$ cat src/rtl/pll_lock_supervisor.sv
// Reset/lock sequencer on the PLL reference clock: pulses pll_reset, waits for lock with timeout and retry,
// qualifies lock as stable, then releases sys_reset. Define PLL_SUP_FAULT_EN to add a terminal FAULT state.
module pll_lock_supervisor #(
    parameter int PLL_RST_CYCLES = 16,
    parameter int LOCK_TIMEOUT   = 40000,
    parameter int LOCK_STABLE    = 4000,
    parameter int MAX_RETRIES    = 7
) (
    input  logic       clkin,
    input  logic       reset,
    input  logic       pll_lock,
    output logic       pll_reset,
    output logic       sys_reset,
    output logic       ready,
    output logic [3:0] retry_cnt,
    output logic       lock_lost,
    output logic       fault
);

    if (PLL_RST_CYCLES < 1 || PLL_RST_CYCLES > 65535) begin : g_bad_rst_cycles
        $error("PLL_RST_CYCLES out of range 1..65535");
    end
    if (LOCK_TIMEOUT < 2 || LOCK_TIMEOUT > 65535) begin : g_bad_timeout
        $error("LOCK_TIMEOUT out of range 2..65535");
    end
    if (LOCK_STABLE < 1 || LOCK_STABLE > 65535) begin : g_bad_stable
        $error("LOCK_STABLE out of range 1..65535");
    end
    if (MAX_RETRIES < 1 || MAX_RETRIES > 15) begin : g_bad_retries
        $error("MAX_RETRIES out of range 1..15");
    end

    localparam logic [15:0] RST_LAST    = 16'(PLL_RST_CYCLES - 1);
    localparam logic [15:0] TIMEOUT_LAST = 16'(LOCK_TIMEOUT - 1);
    localparam logic [15:0] STABLE_LAST = 16'(LOCK_STABLE - 1);

`ifdef PLL_SUP_FAULT_EN
    localparam logic [3:0] RETRY_MAX = 4'(MAX_RETRIES);

    typedef enum logic [2:0] {
        ST_RST_PLL,
        ST_WAIT_LOCK,
        ST_STABLE,
        ST_RUN,
        ST_FAULT
    } state_t;
`else
    typedef enum logic [2:0] {
        ST_RST_PLL,
        ST_WAIT_LOCK,
        ST_STABLE,
        ST_RUN
    } state_t;
`endif

    state_t      state_q, state_d;
    logic [15:0] cnt_q, cnt_d;
    logic        sync1_q, sync1_d;
    logic        lock_s_q, lock_s_d;
    logic [3:0]  retry_q, retry_d;
    logic        lock_lost_q, lock_lost_d;
    logic        pll_reset_q, pll_reset_d;
    logic        sys_reset_q, sys_reset_d;
    logic        ready_q, ready_d;
    logic        retry_req;
`ifdef PLL_SUP_FAULT_EN
    logic        fault_q, fault_d;
`endif

    always_comb begin
        sync1_d     = pll_lock;
        lock_s_d    = sync1_q;
        state_d     = state_q;
        cnt_d       = cnt_q;
        retry_d     = retry_q;
        lock_lost_d = lock_lost_q;
        retry_req   = 1'b0;

        case (state_q)
            ST_RST_PLL: begin
                cnt_d = cnt_q + 16'd1;
                if (cnt_q == RST_LAST) state_d = ST_WAIT_LOCK;
            end
            ST_WAIT_LOCK: begin
                cnt_d = cnt_q + 16'd1;
                if (lock_s_q) begin
                    state_d = ST_STABLE;
                end else if (cnt_q == TIMEOUT_LAST) begin
                    state_d   = ST_RST_PLL;
                    retry_req = 1'b1;
                end
            end
            ST_STABLE: begin
                cnt_d = cnt_q + 16'd1;
                // Any loss during qualification restarts the wait without spending a retry.
                if (!lock_s_q) begin
                    state_d = ST_WAIT_LOCK;
                end else if (cnt_q == STABLE_LAST) begin
                    state_d = ST_RUN;
                end
            end
            ST_RUN: begin
                if (!lock_s_q) begin
                    state_d     = ST_RST_PLL;
                    lock_lost_d = 1'b1;
                    retry_req   = 1'b1;
                end
            end
`ifdef PLL_SUP_FAULT_EN
            ST_FAULT: state_d = ST_FAULT;
`endif
            default: state_d = ST_RST_PLL;
        endcase

        if (retry_req) begin
`ifdef PLL_SUP_FAULT_EN
            if (retry_q >= RETRY_MAX) state_d = ST_FAULT;
            else                      retry_d = retry_q + 4'd1;
`else
            if (retry_q != 4'hF) retry_d = retry_q + 4'd1;
`endif
        end

        if (state_d != state_q) cnt_d = '0;

        // Outputs follow the next state so they move on the same edge as the state.
`ifdef PLL_SUP_FAULT_EN
        pll_reset_d = (state_d == ST_RST_PLL) || (state_d == ST_FAULT);
        fault_d     = (state_d == ST_FAULT);
`else
        pll_reset_d = (state_d == ST_RST_PLL);
`endif
        sys_reset_d = (state_d != ST_RUN);
        ready_d     = (state_d == ST_RUN);
    end

    always_ff @(posedge clkin or posedge reset) begin
        if (reset) begin
            state_q     <= ST_RST_PLL;
            cnt_q       <= '0;
            sync1_q     <= 1'b0;
            lock_s_q    <= 1'b0;
            retry_q     <= '0;
            lock_lost_q <= 1'b0;
            pll_reset_q <= 1'b1;
            sys_reset_q <= 1'b1;
            ready_q     <= 1'b0;
`ifdef PLL_SUP_FAULT_EN
            fault_q     <= 1'b0;
`endif
        end else begin
            state_q     <= state_d;
            cnt_q       <= cnt_d;
            sync1_q     <= sync1_d;
            lock_s_q    <= lock_s_d;
            retry_q     <= retry_d;
            lock_lost_q <= lock_lost_d;
            pll_reset_q <= pll_reset_d;
            sys_reset_q <= sys_reset_d;
            ready_q     <= ready_d;
`ifdef PLL_SUP_FAULT_EN
            fault_q     <= fault_d;
`endif
        end
    end

    assign pll_reset = pll_reset_q;
    assign sys_reset = sys_reset_q;
    assign ready     = ready_q;
    assign retry_cnt = retry_q;
    assign lock_lost = lock_lost_q;
`ifdef PLL_SUP_FAULT_EN
    assign fault     = fault_q;
`else
    assign fault     = 1'b0;
`endif

endmodule

$ cat config.mk
export PLATFORM = sky130hd
export DESIGN_NAME = pll_lock_supervisor
export DESIGN_NICKNAME = d
export VERILOG_FILES = /design/src/rtl/pll_lock_supervisor.sv
export SDC_FILE = /design/constraint.sdc
export NUM_CORES = 1
export LEC_CHECK = 0
export ABC_AREA = 1
export CELL_PAD_IN_SITES_DETAIL_PLACEMENT = 0
export CELL_PAD_IN_SITES_GLOBAL_PLACEMENT = 1
export CORE_MARGIN = 8
export CORE_UTILIZATION = 27
export DETAILED_ROUTE_END_ITERATION = 7
export MAX_ROUTING_LAYER = met4
export PLACE_DENSITY_LB_ADDON = 0.12
export SLEW_MARGIN = 20
export SYNTH_ARGS = -nofsm -noshare
export SYNTH_HDL_FRONTEND = slang
export SYNTH_SLANG_ARGS = --single-unit
$ cat constraint.sdc
create_clock -name clkin -period 2.16 [get_ports clkin]
set_input_delay 0.54 -clock clkin [delete_from_list [all_inputs] [get_ports clkin]]
set_output_delay 0.54 -clock clkin [all_outputs]
set_load 0.01 [all_outputs]
### After elaboration in Yosys (flattened, before gate mapping)

Index checks and enable logic that the tools add are counted.

| word-level totals | value |
|---|---|
| register bits after elaboration | 29 |
| input bits | 3 |

| cells by class | value |
|---|---|
| add/subtract/negate cells | 2 |
| eq/ne operators | 10 |
| multiplexer cells | 13 |
| bitwise operators | 1 |
| reduce and logical (&&, ||, !) cells | 6 |

Operators by type and width:

| cell | count |
|---|---|
| $mux W16 | 2 |
| $mux W3 | 6 |
| $add A16 B1 Y16 const B | 1 |
| $eq A16 B12 Y1 const B | 1 |
| $eq A16 B16 Y1 const B | 1 |
| $eq A16 B4 Y1 const B | 1 |
| $pmux W3 S4 | 1 |
| $eq A3 B2 Y1 const B | 3 |
| $logic_not A3 Y1 | 2 |
| $add A4 B1 Y4 const B | 1 |
| $ne A4 B4 Y1 const B | 1 |
| $reduce_and A2 Y1 | 2 |
| $eq A3 B1 Y1 const B | 1 |
| $mux W1 | 3 |
| $ne A3 B2 Y1 const B | 1 |
| $ne A3 B3 Y1 | 1 |
| $reduce_or A3 Y1 | 1 |
| $pmux W1 S2 | 1 |
| $reduce_bool A2 Y1 | 1 |
| $not A1 Y1 | 1 |

### Longest topological paths before layout

Gate-level depths: netlist of run 1.

| logic depth | value |
|---|---|
| word-level depth | 6 |
| gate-level depth with buffers | 13 |
| gate-level depth less buffers | 11 |

### Worst setup path before layout of run 1

OpenSTA, ideal clock, no wires.

| path | value |
|---|---|
| path type | reg-to-reg |
| from | reg cnt_q[0] |
| to | reg cnt_q[3] |
| library setup time | 121 ps |
| arrival time | 1459 ps |
| required time | 2039 ps |
| slack | 580 ps |
| cell stages (with the launch flop) | 11 |
| buffers on the path | 1 |
| period minus slack after synthesis | 1580 ps |
| cell sequence | dfrtp_1 -> ha_1 -> nand3_1 -> nor2_1 -> nand2_1 -> nand2_1 -> nand2_2 -> nand4_1 -> nand3_4 -> buf_6 -> nor2_2 |

| between the ends | value |
|---|---|
| word-level cells in the longest chain between the ends | 6 |
| elaborated cells on any way between the ends | 14 |
| classes of those cells | add/sub (1); eq/ne (4); mux (8); reduce/logical (1) |

Ends and longest elaborated chain:

| element | line | source |
|---|---|---|
| start, declared | 57 | `logic [15:0] cnt_q, cnt_d;` |
| start signal, assigned | 153 | `cnt_q <= cnt_d;` |
| $eq A16 B12 Y1 or $eq A16 B16 Y1 (tied branches) | 98, 88 |  |
| $mux W3 (on tied branches) | 98, 88 |  |
| $mux W3 (on tied branches) | 96, 86 |  |
| $pmux W3 S4 | 79 | `case (state_q)` |
| $ne A3 B3 Y1 | 124 | `if (state_d != state_q) cnt_d = '0;` |
| $mux W16 or $reduce_bool A2 Y1 (tied branches) | - |  |

Parallel ways exist; a longest one is shown, timed or not. The select of a mux whose other input is x is not followed.
A chain may end at the register's enable or synchronous reset.

### Final worst setup path of run 1

| path | value |
|---|---|
| from | reg sys_reset_q (netlist: sys_reset) |
| to | out sys_reset |

RTL lines:

| element | line | source |
|---|---|---|
| start, declared | 63 | `logic sys_reset_q, sys_reset_d;` |
| start signal, assigned | 159 | `sys_reset_q <= sys_reset_d;` |
| end, declared | 13 | `output logic sys_reset,` |

No word-level cell between the ends.

==> results.txt, run 1 <==
outcome: completed
Row Count: 28
DR WL/cell: 11.5 um
Placer Congestion: 0.739
worst hold path type: flop to flop
critical path type: flop to primary output
total grt overflow: 0
Post-DRT Antenna Nets: 0
hold_ws: 0.349 ns
via count: 1,204
proportion of layout cells with a drive suffix above 1: 19.3%
register area: 728 um2
largest net degree at the start of global routing: 30
maximum buffer depth of the clock tree: 2
critical path data arrival time: 1.31 ns
Worst Skew: 0.00471 ns
Startpoint Class: flop
hold_buf cts: 0
Die Y: 93.2 um
antenna violations before repair: 0
CP Max Fanout: 1
Top Ports: 12
Initial Utilization: 27.5%
Post-Syn Area: 1610 um2
Yosys reg bits: 29
Reg clk slew, reported paths: 0.06 ns
first-pass GRT wire length: 5560 um
max-slew violations: 0
CTS H-tree lvls: 2
fin crit period: 1.85 ns
VDD IR max: 0.000245 V
multi-input logic area: 754 um2
register area share after synthesis: 45.3%
TNS Setup: 0 ns
Core Region: 5850 um2
Hold Path Depth: 0
final count of hold timing violations: 0
final WL: 3230 um
R2R cell count: 9
# setup viols final: 0
Top delay family on crit path: buffers and inverters
Area Growth Syn to Fin: 16.9%
WP buf/inv: 1
Syn Area/Cell: 8.42 um2
slowest cell on the critical path: clkdlybuf4s50_1
GRT Total Usage: 8.51%
CP endpoint kind: primary output
Pwr per Cell Area: 584 nW/um2
Port Buffers: 10
Fill cells: 636
die area: 8680 um2
WP depth: 1
CTS Sinks: 29
vias per cell: 4.27
Setup Fix Bufs, Post-CTS: 0
RSZ-0062 raised after global routing: false
vias in the first global route: 1,174
Worst EP required: 1.62 ns
CTS tree: yes
Pre-antenna DRT Iters: 4
part of the cycle the worst path needs: 85.8%
ant diodes: 0
Post-route DRC: 0
max cap viols: 0
Yosys Warn Count: 0
post-CTS sizing: 0
Nets: 211
Distinct cells, synth: 29
hpwl dp: 2440 um
1st-iter DRT viols: 37
die outline width: 93.2 um
clock root buffer master: clkbuf_8
Synth Instances: 191
CTS buffer count: 5
max incr delay on CP: 0.52 ns
LEAKAGE: 0.000856 uW
fmax: 0.540 GHz
Clk Latency, worst-skew pair: 0.28 ns
CP cell instances: clkdlybuf4s50_1
==> flip-flops by register name, indices dropped and copies added (netlist names) <==
name / flops
cnt_q: 16
retry_cnt: 4
state_q: 3
lock_lost: 1
lock_s_d: 1
lock_s_q: 1
pll_reset: 1
ready: 1
sys_reset: 1
==> cells in the final DEF (no fill, tap or decap) <==
cell             netlist  final
a21o_1                 2      2
a21oi_4                1      1
buf_4                  1      1
clkbuf_8               0      7
clkdlybuf4s50_1        0     10
clkinv_2               0      1
conb_1                 1      2
dfrtp_1               27     27
dfstp_2                2      2
ha_1                   2      2
inv_1                 21     21
inv_2                  4      4
nand2_1               35     35
nand2_2                5      5
nand3_1               14     14
nand3_2                1      1
nand3_4                2      2
nand3b_1               1      1
nand4_1                5      5
nor2_1                27     27
nor2_2                12     12
nor2_4                 1      1
nor3_1                 3      3
nor3_2                 2      2
o21ai_0                3      3
o21ai_2                1      1
o21bai_1               1      1
o22ai_1                1      1
xnor2_1                8      8
xor2_1                 5      5
==> metrics by stage <==
stage / util [%] / total power [uW] / setup WS, ns / area (um2) / std cells
floorplan: - / 604 / 0.580 / 1610 / 192
global placement: 30.4 / 616 / 0.376 / 1780 / 274
detailed placement: 30.4 / 616 / 0.359 / 1780 / 274
CTS: 32.1 / 1120 / 0.293 / 1880 / 282
global route: 32.1 / 1150 / 0.141 / 1880 / 282
finish: 32.1 / 1100 / 0.307 / 1880 / 282
==> cells in the mapped netlist <==
master	count	area, um2
nor2_1	27	101
o21bai_1	1	7.51
nand3_4	2	35.0
nor2_2	12	75.1
nand4_1	5	31.3
nand2_1	35	131
inv_1	21	78.8
nand3_1	14	70.1
a21oi_4	1	16.3
conb_1	1	3.75
ha_1	2	25.0
nor3_2	2	20.0
buf_2	1	5.00
buf_4	1	7.51
o22ai_1	1	6.26
dfrtp_1	27	676
nand2_2	5	31.3
nor3_1	3	15.0
o21ai_2	1	8.76
nand3b_1	1	7.51
nor2_4	1	11.3
xor2_1	5	43.8
xnor2_1	8	70.1
nand3_2	1	10.0
buf_6	2	22.5
o21ai_0	3	15.0
inv_2	4	15.0
a21o_1	2	15.0
dfstp_2	2	52.6
==> area by class of cell <==
type	count	share of cell area, %
Inverter	25	4.99
Clock buffer	7	5.13
Sequential cell	29	38.7
Multi-Input combinational cell	134	40.1
Tap cell	75	4.99
Timing Repair Buffer	11	5.73
Clock inverter	1	0.266
==> layer usage <==
layer	share of wire (%)	up-vias	global-route usage (%)
met1	50	560	10.4
met3	4.4	6	2.64
met4	1.8	0	4.56
met5	0	-	-
li1	-	622	-
met2	44	16	12.3
==> cells by family after synthesis <==
| group | count (synthesis) | share of synthesized area, % |
|---|---|---|
| flip-flops | 29 | 45.3 |
| AO/OA/AOI/OAI | 9 | 4.28 |
| other | 1 | 0.233 |
| XOR/XNOR | 13 | 7.08 |
| AND/OR/NAND/NOR | 108 | 33.5 |
| buffers and inverters | 29 | 8.02 |
| adder cells (fa/ha/maj) | 2 | 1.56 |
==> path summary, 6_finish.rpt <==
path | slack, ns | to | start
min in group asynchronous | 0.63 | cnt_q[3] | reset
max reg2reg | 0.37 | cnt_q[14] | cnt_q[0]
min reg2reg | 0.35 | lock_s_q | lock_s_d
min | 0.35 | lock_s_q | lock_s_d
max in group asynchronous | 1.22 | sys_reset | reset
max | 0.31 | sys_reset | sys_reset
==> power breakdown <==
part / switching (uW) / total [uW] / internal [uW]
Combinational: 31.6 / 46.9 / 15.2
Sequential: 7.19 / 557 / 550
Clock: 206 / 494 / 287
Power figures use the tool's default switching activity.
==> inputs of run 2 (changes only) <==
==> constraint.sdc (replaced) <==
create_clock -name clkin -period 2.16 [get_ports clkin]
set_input_delay 0.54 -clock clkin [delete_from_list [all_inputs] [get_ports clkin]]
set_output_delay 0.54 -clock clkin [all_outputs]
set_load 0.02 [all_outputs]
==> run 2 against run 1 <==
Critical path depth unchanged; combinational power increased by 2%; largest cell class unchanged; global-route usage up 0.097 points; hold slack better by 0.010 ns; clock skew fell by 0.0029 ns; die area did not move.
==> results.txt, run 2 (synthesis results as in run 1) <==
CTS buffer count: 5 (unchanged)
Post-DRT Antenna Nets: 0 (unchanged)
Worst EP required: 1.62 ns (about the same)
PnR worst setup slack: 0.239 ns (was 0.307 ns)
Top delay family on crit path: buffers and inverters (unchanged)
most common cell after layout, fill and taps aside: nand2_1 (unchanged)
Clk Latency, worst-skew pair: 0.27 ns (was 0.28 ns)
Fill cells: 635 (was 636)
slowest cell on the critical path: clkdlybuf4s50_1 (unchanged)
proportion of layout cells with a drive suffix above 1: 18.8% (was 19.3%)
Comb pwr share: 4.6% (was 4.3%)
CTS H-tree lvls: 2 (unchanged)
non-filler cells, final: 282 (unchanged)
die area: 8680 um2 (unchanged)
Area Growth Syn to Fin: 15.7% (was 16.9%)
critical path data arrival time: 1.38 ns (was 1.31 ns)
Placer Congestion: 0.772 (was 0.739)
final count of hold timing violations: 0 (unchanged)
hold_buf cts: 0 (unchanged)
vias in the first global route: 1,262 (was 1,174)
Pre-antenna DRT Iters: 4 (unchanged)
Row Count: 28 (unchanged)
VDD IR max: 0.000255 V (was 0.000245 V)
Reg clk slew, reported paths: 0.06 ns (about the same)
1st-iter DRT viols: 39 (was 37)
register area: 728 um2 (unchanged)
post-CTS sizing: 0 (unchanged)
Final Util: 31.8% (was 32.1%)
vias per cell: 4.29 (was 4.27)
clock root buffer master: clkbuf_8 (unchanged)
first-pass GRT wire length: 5710 um (was 5560 um)
Startpoint Class: flop (unchanged)
critical path type: flop to primary output (unchanged)
antenna violations before repair: 0 (unchanged)
CP cell instances: clkdlybuf4s50_1 (unchanged)
hpwl dp: 2530 um (was 2440 um)
max reg flops: 16 (unchanged)
final WL: 3260 um (was 3230 um)
fin crit period: 1.92 ns (was 1.85 ns)
TNS Setup: 0 ns (unchanged)
CP Max Fanout: 1 (unchanged)
Setup Fix Bufs, Post-CTS: 0 (unchanged)
multi-input logic area: 754 um2 (unchanged)
most frequent cells in the layout: nand2_1, nor2_1, dfrtp_1, inv_1, nand3_1 (unchanged)
total power: 1030 uW (was 1100 uW)
GRT Total Usage: 8.61% (was 8.51%)
WP buf/inv: 1 (unchanged)
Post-route DRC: 0 (unchanged)
r2r setup slk: 0.35 ns (was 0.37 ns)
Core Region: 5850 um2 (unchanged)
part of the cycle the worst path needs: 88.9% (was 85.8%)
Pwr per Cell Area: 554 nW/um2 (was 584 nW/um2)
die outline width: 93.2 um (unchanged)
CTS Sinks: 29 (unchanged)
LEAKAGE: 0.000847 uW (was 0.000856 uW)
power share of the clock group: 41.3% (was 45.0%)
ant diodes: 0 (unchanged)
max-slew violations: 0 (unchanged)
net switching power: 243 uW (was 245 uW)
RSZ-0062 raised after global routing: false (unchanged)
Nets: 211 (unchanged)
largest net degree at the start of global routing: 30 (unchanged)
maximum buffer depth of the clock tree: 2 (unchanged)
via count: 1,211 (was 1,204)
max cap viols: 0 (unchanged)
pre-CTS setup slack: 0.341 ns (was 0.359 ns)
max incr delay on CP: 0.59 ns (was 0.52 ns)
Post-Place Cells: 274 (unchanged)
Sw Share: 23.6% (was 22.3%)
# setup viols final: 0 (unchanged)
CP endpoint kind: primary output (unchanged)
Top Ports: 12 (unchanged)
Top reg by flops: cnt_q (unchanged)
Die Y: 93.2 um (unchanged)
Worst Skew: 0.00184 ns (was 0.00471 ns)
DR WL/cell: 11.6 um (was 11.5 um)
CTS tree: yes (unchanged)
outcome: completed (unchanged)
Power Internal: 788 uW (was 853 uW)
fmax: 0.521 GHz (was 0.540 GHz)
part of the power in registers: 54.0% (was 50.8%)
Port Buffers: 10 (unchanged)
Initial Utilization: 27.5% (unchanged)
worst hold path type: flop to flop (unchanged)
total grt overflow: 0 (unchanged)
-- run 2: cell count changes in the layout (fill, tap and decap cells not counted) --
cell / previous run / this run
clkbuf_8: 7 / 5
clkbuf_1: 0 / 1
clkinv_2: 1 / 2
-- run 2: metrics by stage --
step	instance area (um2)	hold slack [ns]
floorplan	1610	0.331
global placement	1780	0.333
detailed placement	1780	0.353
CTS	1860	0.369
global route	1860	0.376
finish	1860	0.359
-- run 2: layout make-up --
type                            instances  share of cell area, %
Multi-Input combinational cell        134                   40.6
Sequential cell                        29                   39.1
Timing Repair Buffer                   11                   5.78
Inverter                               25                   5.04
Tap cell                               75                   5.04
Clock buffer                            6                   3.90
Clock inverter                          2                  0.538
-- run 2: per-layer routing --
layer  routed length (um)  global-route usage [%]  vias to the layer above
met5                    0                       -                        -
met4                   55                    3.62                        0
met3                  113                    2.80                        6
met2                 1510                    13.4                       11
met1                 1580                    9.96                      572
li1                     -                       -                      622
-- run 2: path summary, 6_finish.rpt --
kind / start / end / cells after the start
worst min-delay path: lock_s_d / lock_s_q / 0
max in group asynchronous: reset / sys_reset / 3
worst max register to register: cnt_q[0] / cnt_q[14] / 9
worst min register to register: lock_s_d / lock_s_q / 0
min in group asynchronous: reset / cnt_q[1] / 3
worst max-delay path: pll_reset / pll_reset / 1
-- run 2: power by group through the flow --
stage / combinational [uW] / clock, uW / sequential (uW)
2_1_floorplan: 38.9 / 0 / 565
3_3_place_gp: 49.3 / 0 / 567
3_5_place_dp: 49.7 / 0 / 567
4_1_cts: 49.9 / 448 / 557
5_1_grt: 54.4 / 477 / 558
6_report: 47.7 / 426 / 557
